===== src/rtl/bcd2counter.sv =====
// bcd2counter: converts a BCD UTC calendar date/time into unix seconds.
// Iterative: one cycle per elapsed year since the epoch and one per elapsed
// month of the target year, followed by a single constant-multiply sum.
module bcd2counter #(
  parameter int EPOCH_YEAR = 1970,
  parameter int MAX_YEAR   = 9999,
  parameter int COUNTER_W  = 64
) (
  input  logic                 clk,
  input  logic                 rst,
  input  logic                 start,
  input  logic [15:0]          year_bcd,
  input  logic [7:0]           month_bcd,
  input  logic [7:0]           day_bcd,
  input  logic [7:0]           hour_bcd,
  input  logic [7:0]           minute_bcd,
  input  logic [7:0]           second_bcd,
  output logic                 busy,
  output logic                 done,
  output logic                 err,
  output logic [COUNTER_W-1:0] counter
);

  typedef enum logic [2:0] {
    IDLE   = 3'd0,
    CHECK  = 3'd1,
    YEARS  = 3'd2,
    MONTHS = 3'd3,
    SUM    = 3'd4
  } state_t;

  localparam logic [13:0] EPOCH_Y    = 14'(EPOCH_YEAR);
  localparam logic [13:0] MAX_Y      = 14'(MAX_YEAR);
  // Residues of the epoch year; the wrap counters start here and step with y.
  localparam logic [1:0]  R4_EPOCH   = 2'(EPOCH_YEAR % 4);
  localparam logic [6:0]  R100_EPOCH = 7'(EPOCH_YEAR % 100);
  localparam logic [8:0]  R400_EPOCH = 9'(EPOCH_YEAR % 400);

  function automatic logic [4:0] days_in_month(input logic [3:0] mon, input logic leap);
    logic [4:0] d;
    case (mon)
      4'd2:                      d = leap ? 5'd29 : 5'd28;
      4'd4, 4'd6, 4'd9, 4'd11:   d = 5'd30;
      default:                   d = 5'd31;
    endcase
    return d;
  endfunction

  // Out-of-range nibbles may wrap here; such inputs are rejected separately.
  function automatic logic [13:0] bcd4_to_bin(input logic [15:0] b);
    return 14'(b[15:12]) * 14'd1000 + 14'(b[11:8]) * 14'd100 +
           14'(b[7:4]) * 14'd10 + 14'(b[3:0]);
  endfunction

  function automatic logic [6:0] bcd2_to_bin(input logic [7:0] b);
    return 7'(b[7:4]) * 7'd10 + 7'(b[3:0]);
  endfunction

  function automatic logic nibbles_ok(input logic [55:0] v);
    logic ok;
    ok = 1'b1;
    for (int i = 0; i < 14; i++) begin
      if (v[i*4 +: 4] > 4'd9) ok = 1'b0;
    end
    return ok;
  endfunction

  // Leap test straight from BCD digits: year%4 equals (tens/ones)%4 because
  // 100 is a multiple of 4; on a century the century number decides.
  function automatic logic leap_from_bcd(input logic [15:0] b);
    logic [6:0] lo;
    logic [6:0] cen;
    lo  = bcd2_to_bin(b[7:0]);
    cen = bcd2_to_bin(b[15:8]);
    if (lo != 7'd0) return (lo[1:0] == 2'b00);
    return (cen[1:0] == 2'b00);
  endfunction

  state_t state, state_n;
  logic   done_n, err_n;

  // Request latched on the start edge
  logic [15:0] year_l;
  logic [7:0]  month_l, day_l, hour_l, min_l, sec_l;

  // Binary fields captured in CHECK
  logic [13:0] year_b;
  logic [3:0]  month_b;
  logic [4:0]  day_b, hour_b;
  logic [5:0]  min_b, sec_b;
  logic        leap_t;

  // Iteration state
  logic [13:0] y;
  logic [1:0]  r4;
  logic [6:0]  r100;
  logic [8:0]  r400;
  logic [3:0]  m;
  logic [21:0] days;

  // Decode of the latched request, used during CHECK
  logic [13:0] yb_c;
  logic [6:0]  mb_c, db_c, hb_c, nb_c, sb_c;
  logic        leap_c, nib_ok_c, in_range_c, valid_c;
  logic        leap_y;
  logic [21:0] year_days;
  logic [37:0] total_c;

  assign yb_c     = bcd4_to_bin(year_l);
  assign mb_c     = bcd2_to_bin(month_l);
  assign db_c     = bcd2_to_bin(day_l);
  assign hb_c     = bcd2_to_bin(hour_l);
  assign nb_c     = bcd2_to_bin(min_l);
  assign sb_c     = bcd2_to_bin(sec_l);
  assign leap_c   = leap_from_bcd(year_l);
  assign nib_ok_c = nibbles_ok({year_l, month_l, day_l, hour_l, min_l, sec_l});

  assign in_range_c = (yb_c >= EPOCH_Y) && (yb_c <= MAX_Y) &&
                      (mb_c != 7'd0) && (mb_c <= 7'd12) &&
                      (db_c != 7'd0) &&
                      (db_c <= {2'b00, days_in_month(mb_c[3:0], leap_c)}) &&
                      (hb_c <= 7'd23) && (nb_c <= 7'd59) && (sb_c <= 7'd59);
  assign valid_c    = nib_ok_c && in_range_c;

  assign leap_y    = (r4 == 2'd0) && ((r100 != 7'd0) || (r400 == 9'd0));
  assign year_days = leap_y ? 22'd366 : 22'd365;

  // day_b is at least 1 here, so the subtraction never wraps.
  assign total_c = 38'(days + 22'(day_b) - 22'd1) * 38'd86400 +
                   38'(hour_b) * 38'd3600 + 38'(min_b) * 38'd60 + 38'(sec_b);

  assign busy = (state != IDLE);

  // Next-state and done/err decode; CHECK skips phases with zero iterations
  always_comb begin
    state_n = state;
    done_n  = 1'b0;
    err_n   = 1'b0;
    case (state)
      IDLE: begin
        if (start) state_n = CHECK;
      end
      CHECK: begin
        if (!valid_c) begin
          state_n = IDLE;
          done_n  = 1'b1;
          err_n   = 1'b1;
        end else if (yb_c != EPOCH_Y) begin
          state_n = YEARS;
        end else if (mb_c != 7'd1) begin
          state_n = MONTHS;
        end else begin
          state_n = SUM;
        end
      end
      YEARS: begin
        if (y + 14'd1 == year_b) state_n = (month_b != 4'd1) ? MONTHS : SUM;
      end
      MONTHS: begin
        if (m + 4'd1 == month_b) state_n = SUM;
      end
      SUM: begin
        state_n = IDLE;
        done_n  = 1'b1;
      end
      default: state_n = IDLE;
    endcase
  end

  // Control registers: state, handshake outputs and the published counter
  always_ff @(posedge clk or posedge rst) begin
    if (rst) begin
      state   <= IDLE;
      done    <= 1'b0;
      err     <= 1'b0;
      counter <= '0;
    end else begin
      state <= state_n;
      done  <= done_n;
      err   <= err_n;
      if (state == SUM) counter <= COUNTER_W'(total_c);
    end
  end

  // Datapath registers: request latch, decoded fields and day accumulation
  always_ff @(posedge clk) begin
    case (state)
      IDLE: begin
        if (start) begin
          year_l  <= year_bcd;
          month_l <= month_bcd;
          day_l   <= day_bcd;
          hour_l  <= hour_bcd;
          min_l   <= minute_bcd;
          sec_l   <= second_bcd;
        end
      end
      CHECK: begin
        year_b  <= yb_c;
        month_b <= mb_c[3:0];
        day_b   <= db_c[4:0];
        hour_b  <= hb_c[4:0];
        min_b   <= nb_c[5:0];
        sec_b   <= sb_c[5:0];
        leap_t  <= leap_c;
        y       <= EPOCH_Y;
        r4      <= R4_EPOCH;
        r100    <= R100_EPOCH;
        r400    <= R400_EPOCH;
        m       <= 4'd1;
        days    <= '0;
      end
      YEARS: begin
        days <= days + year_days;
        y    <= y + 14'd1;
        r4   <= r4 + 2'd1;
        r100 <= (r100 == 7'd99)  ? 7'd0 : r100 + 7'd1;
        r400 <= (r400 == 9'd399) ? 9'd0 : r400 + 9'd1;
      end
      MONTHS: begin
        days <= days + 22'(days_in_month(m, leap_t));
        m    <= m + 4'd1;
      end
      default: ;
    endcase
  end

endmodule


===== config.mk =====
export PLATFORM = sky130hd
export DESIGN_NAME = bcd2counter
export DESIGN_NICKNAME = d
export VERILOG_FILES = /design/src/rtl/bcd2counter.sv
export SDC_FILE = /design/constraint.sdc
export NUM_CORES = 1
export LEC_CHECK = 0
export CAP_MARGIN = 20
export CORE_MARGIN = 4
export CORE_UTILIZATION = 35
export DETAILED_ROUTE_END_ITERATION = 10
export HOLD_SLACK_MARGIN = 0.06
export PLACE_DENSITY = 0.59
export SLEW_MARGIN = 20
export SYNTH_ARGS = -nofsm -noshare
export SYNTH_HDL_FRONTEND = slang
export SYNTH_SLANG_ARGS = --single-unit

===== constraint.sdc =====
create_clock -name clk -period 14.4 [get_ports clk]
set_input_delay 1.44 -clock clk [delete_from_list [all_inputs] [get_ports clk]]
set_output_delay 1.44 -clock clk [all_outputs]
set_load 0.01 [all_outputs]

==> PnR_summary.wiki <==
{| class="wikitable"
! Metric !! Value
|-
| Critical-path top delay cell || sky130_fd_sc_hd__fa_1
|-
| Row count || between 80 and 90
|-
| Hold Path Class || flip-flop to flip-flop
|-
| Async SR Flop Fraction || between 20% and 30%
|-
| DRT iter0 DRCs || 549
|-
| Worst Setup Start Kind || flip-flop
|-
| Worst slew margin relative to its limit || 33.0%
|-
| Final worst path period share || ~57%
|-
| Post-DP HPWL || between 30000 and 40000 um
|-
| Most numerous cell types in the synthesized netlist || sky130_fd_sc_hd__inv_1 (324), sky130_fd_sc_hd__ha_1 (282), sky130_fd_sc_hd__edfxtp_1 (155), sky130_fd_sc_hd__nand2_1 (134), sky130_fd_sc_hd__xnor2_1 (118)
|-
| Wirelength, routed || 37500 um
|-
| Number of buffers inserted by hold repair at cts || 0
|-
| Worst path arrival time || 8.62 ns
|-
| Result of the run || complete, no violations
|-
| Synth Cell Area || roughly 19000 um^2
|-
| Fraction of layout instances using a drive strength above 1 || approximately 3.3%
|-
| Worst Setup End Kind || flip-flop
|-
| Aggregate negative setup slack || 0 ns
|-
| Worst setup slack after placement || 6.14 ns
|-
| Width of the die || around 240 um
|-
| Max-slew violations || 0
|-
| Post-CTS Setup Bufs || 0
|-
| Die Outline Area || just under 60000 um^2
|-
| Sink count of the clock tree || between 150 and 200
|-
| Via count of the first global-routing pass || about 13000
|-
| Cell with the most instances after synthesis || sky130_fd_sc_hd__inv_1
|-
| Worst Tran Pin Value || about 1 ns
|-
| Most used flip-flop cell after synthesis || sky130_fd_sc_hd__edfxtp_1
|-
| Time the final worst path needs with I/O delays and setup || 8.22 ns
|-
| Top cells by area in the synthesized netlist || sky130_fd_sc_hd__edfxtp_1 (24%), sky130_fd_sc_hd__ha_1 (19%), sky130_fd_sc_hd__fa_1 (12%), sky130_fd_sc_hd__inv_1 (6.4%), sky130_fd_sc_hd__dfrtp_1 (5.7%)
|-
| Num ports || about 130
|-
| TritonCTS Buffers || 17
|-
| Sequential area share after synthesis || between 30% and 40%
|-
| Mean cell area of the mapped netlist || 9.95 um^2
|-
| Antenna-violating nets left || 0
|-
| Count of endpoints failing setup in the final report || 0
|-
| Post-route cell area || 21300 um^2
|-
| Synth cell types || 86
|-
| Number of H-tree levels || 4
|-
| Resized cells post-CTS || 0
|-
| Number of vias in the routed layout || 12832
|-
| Count of yosys warnings during synthesis || 0
|-
| Port buffer count || slightly below 100
|-
| Clock Tree Buf Depth || 2
|-
| Maximum number of pins on one net before global-route repair || 70
|-
| Post-synthesis instance total || between 1500 and 2000
|-
| Total global routing overflow || 0
|-
| Number of enable-type register cells in the synthesized netlist || between 150 and 200
|-
| Net count, final || between 2000 and 2500
|-
| Post-synth top area cell || sky130_fd_sc_hd__edfxtp_1
|-
| Clock latency reported for the late side of the worst-skew pair || 0.48 ns
|-
| Final Hold Violating Endpoints || 0
|-
| Routability congestion estimate from global placement || 0.864
|-
| Wire length of the first global-routing pass || between 60000 and 70000 um
|-
| Critical path type || flip-flop to flip-flop
|-
| Core Region || around 54000 um^2
|-
| Required time worst endpoint || 14.80 ns
|-
| Global router's overall resource usage || a little over an eighth
|-
| Worst Slack Setup Final || around 6.2 ns
|-
| Floorplan die height || 241 um
|-
| Total DRC errors in the routed layout || 0
|-
| Setup repair after global routing missed its margin || false
|-
| Mean routed wirelength per cell || roughly 14 um
|-
| Number of detailed-route iterations in the first pass || 5
|-
| Worst Clk Skew || slightly below 0.01 ns
|-
| Max Clock Freq || about 0.12 GHz
|-
| Clock tree from TritonCTS || yes
|-
| Clock root cell || sky130_fd_sc_hd__clkbuf_16
|-
| Clock transition at the register clock pins on the worst setup and hold paths after CTS || 0.08 ns
|-
| Post-DR vias/cell || around 4.7
|-
| Antenna violations before repair || 2
|-
| #FFs+latches synth || between 150 and 200
|-
| Max Cap Viol || 0
|-
| Cell occurring most often along the worst timing path || sky130_fd_sc_hd__inv_1
|-
| Utilization after layout || between 30 and 40%
|-
| Syn-to-layout area delta || 12.0%
|-
| Effective utilization at floorplan || between 30% and 40%
|-
| Post-synth top area share || about a quarter
|-
| Number of fillers in the final layout || between 5000 and 6000
|-
| Largest fanout of any net on the critical path || 6
|-
| Area post-placement || 20700 um^2
|-
| Critical path's largest stage delay || between 0.5 and 0.6 ns
|}
-- worst max-delay path, delay by kind of cell (launching register included) --
kind | cells | cell delay, ns
simple gates | 5 | 0.93
fa+ha+maj | 8 | 3.16
flops | 1 | 0.44
xor+xnor | 2 | 0.57
buf+inv | 7 | 0.54
compound gates | 13 | 2.49
-- layout make-up --
cell class | instances | area, um^2 | area share (%)
clock buffers | 18 | 439 | 2.06
multi-input cells | 1365 | 11800 | 55.6
clock inverters | 14 | 171 | 0.805
flip-flops and latches | 198 | 5730 | 26.9
inverters | 324 | 1220 | 5.72
well taps | 696 | 871 | 4.09
diodes | 1 | 2.50 | 0.0118
repair buffers | 104 | 1030 | 4.83
-- kinds of logic after synthesis --
kind of cell | count (synthesis) | share of synthesized area (%)
adders and majority gates | 398 | 30.6
muxes | 3 | 0.171
DFF | 198 | 30.1
buffers and inverters | 373 | 8.17
AOI/OAI and AO/OA | 325 | 11.0
xor gates and xnor gates | 193 | 9.04
other | 1 | 0.0197
and+or+nand+nor | 420 | 10.8
-- final timing paths --
kind                       startpoint          end  slack, ns  cells after the start
min                          min_l[0]     min_b[0]       0.44                      0
max                           days[2]  counter[37]       6.18                     35
max reg2reg                   days[2]  counter[37]       6.18                     35
min reg2reg                  min_l[0]     min_b[0]       0.44                      0
max in group asynchronous         rst  counter[28]      12.47                      2
min in group asynchronous         rst   counter[4]       1.40                      2
-- metrics by stage --
step	cells	hold WS, ns
final	2720	0.441
after global routing	2719	0.457
after CTS	2719	0.446
after detailed placement	2687	0.425
after global placement	2687	0.411
after floorplan	1936	0.400
-- sequential cells by signal, summed over array words and instances (netlist names), 9 cells and up --
name     cells
counter     38
r400         9
y           14
year_l      16
year_b      14
days        22
-- layout by cell type (no fill, tap or decap), drive strengths merged, types with 7 or more instances in the layout --
cell type / netlist / routed
o31a: 8 / 8
ha: 282 / 282
a21o: 34 / 34
inv: 324 / 332
nor2: 102 / 102
xor2: 72 / 72
nand3: 38 / 38
dfrtp: 43 / 43
a31oi: 8 / 8
or3: 12 / 12
a211oi: 8 / 8
clkdlybuf4s50: 0 / 99
nor4: 10 / 10
o21ai: 90 / 90
o21a: 17 / 17
o21bai: 15 / 15
edfxtp: 155 / 155
nor3: 24 / 24
o211ai: 8 / 8
fa: 113 / 113
a21oi: 91 / 91
conb: 1 / 26
nand4: 20 / 20
nand2: 135 / 135
nor2b: 18 / 18
and3: 18 / 18
clkbuf: 15 / 18
and2: 7 / 7
nand2b: 12 / 12
xnor2: 120 / 120
-- metal layers --
layer	global-route usage, %	part of all wire [%]	vias to the layer above
met1	17.9	49	6012
met2	21.6	45	168
met3	3.03	3.8	37
li1	-	-	6613
met4	4.09	1.7	2
met5	0	0.053	-
Power is not shown: default switching activity piles up to over one toggle a cycle in this logic, so the estimate is an artifact.
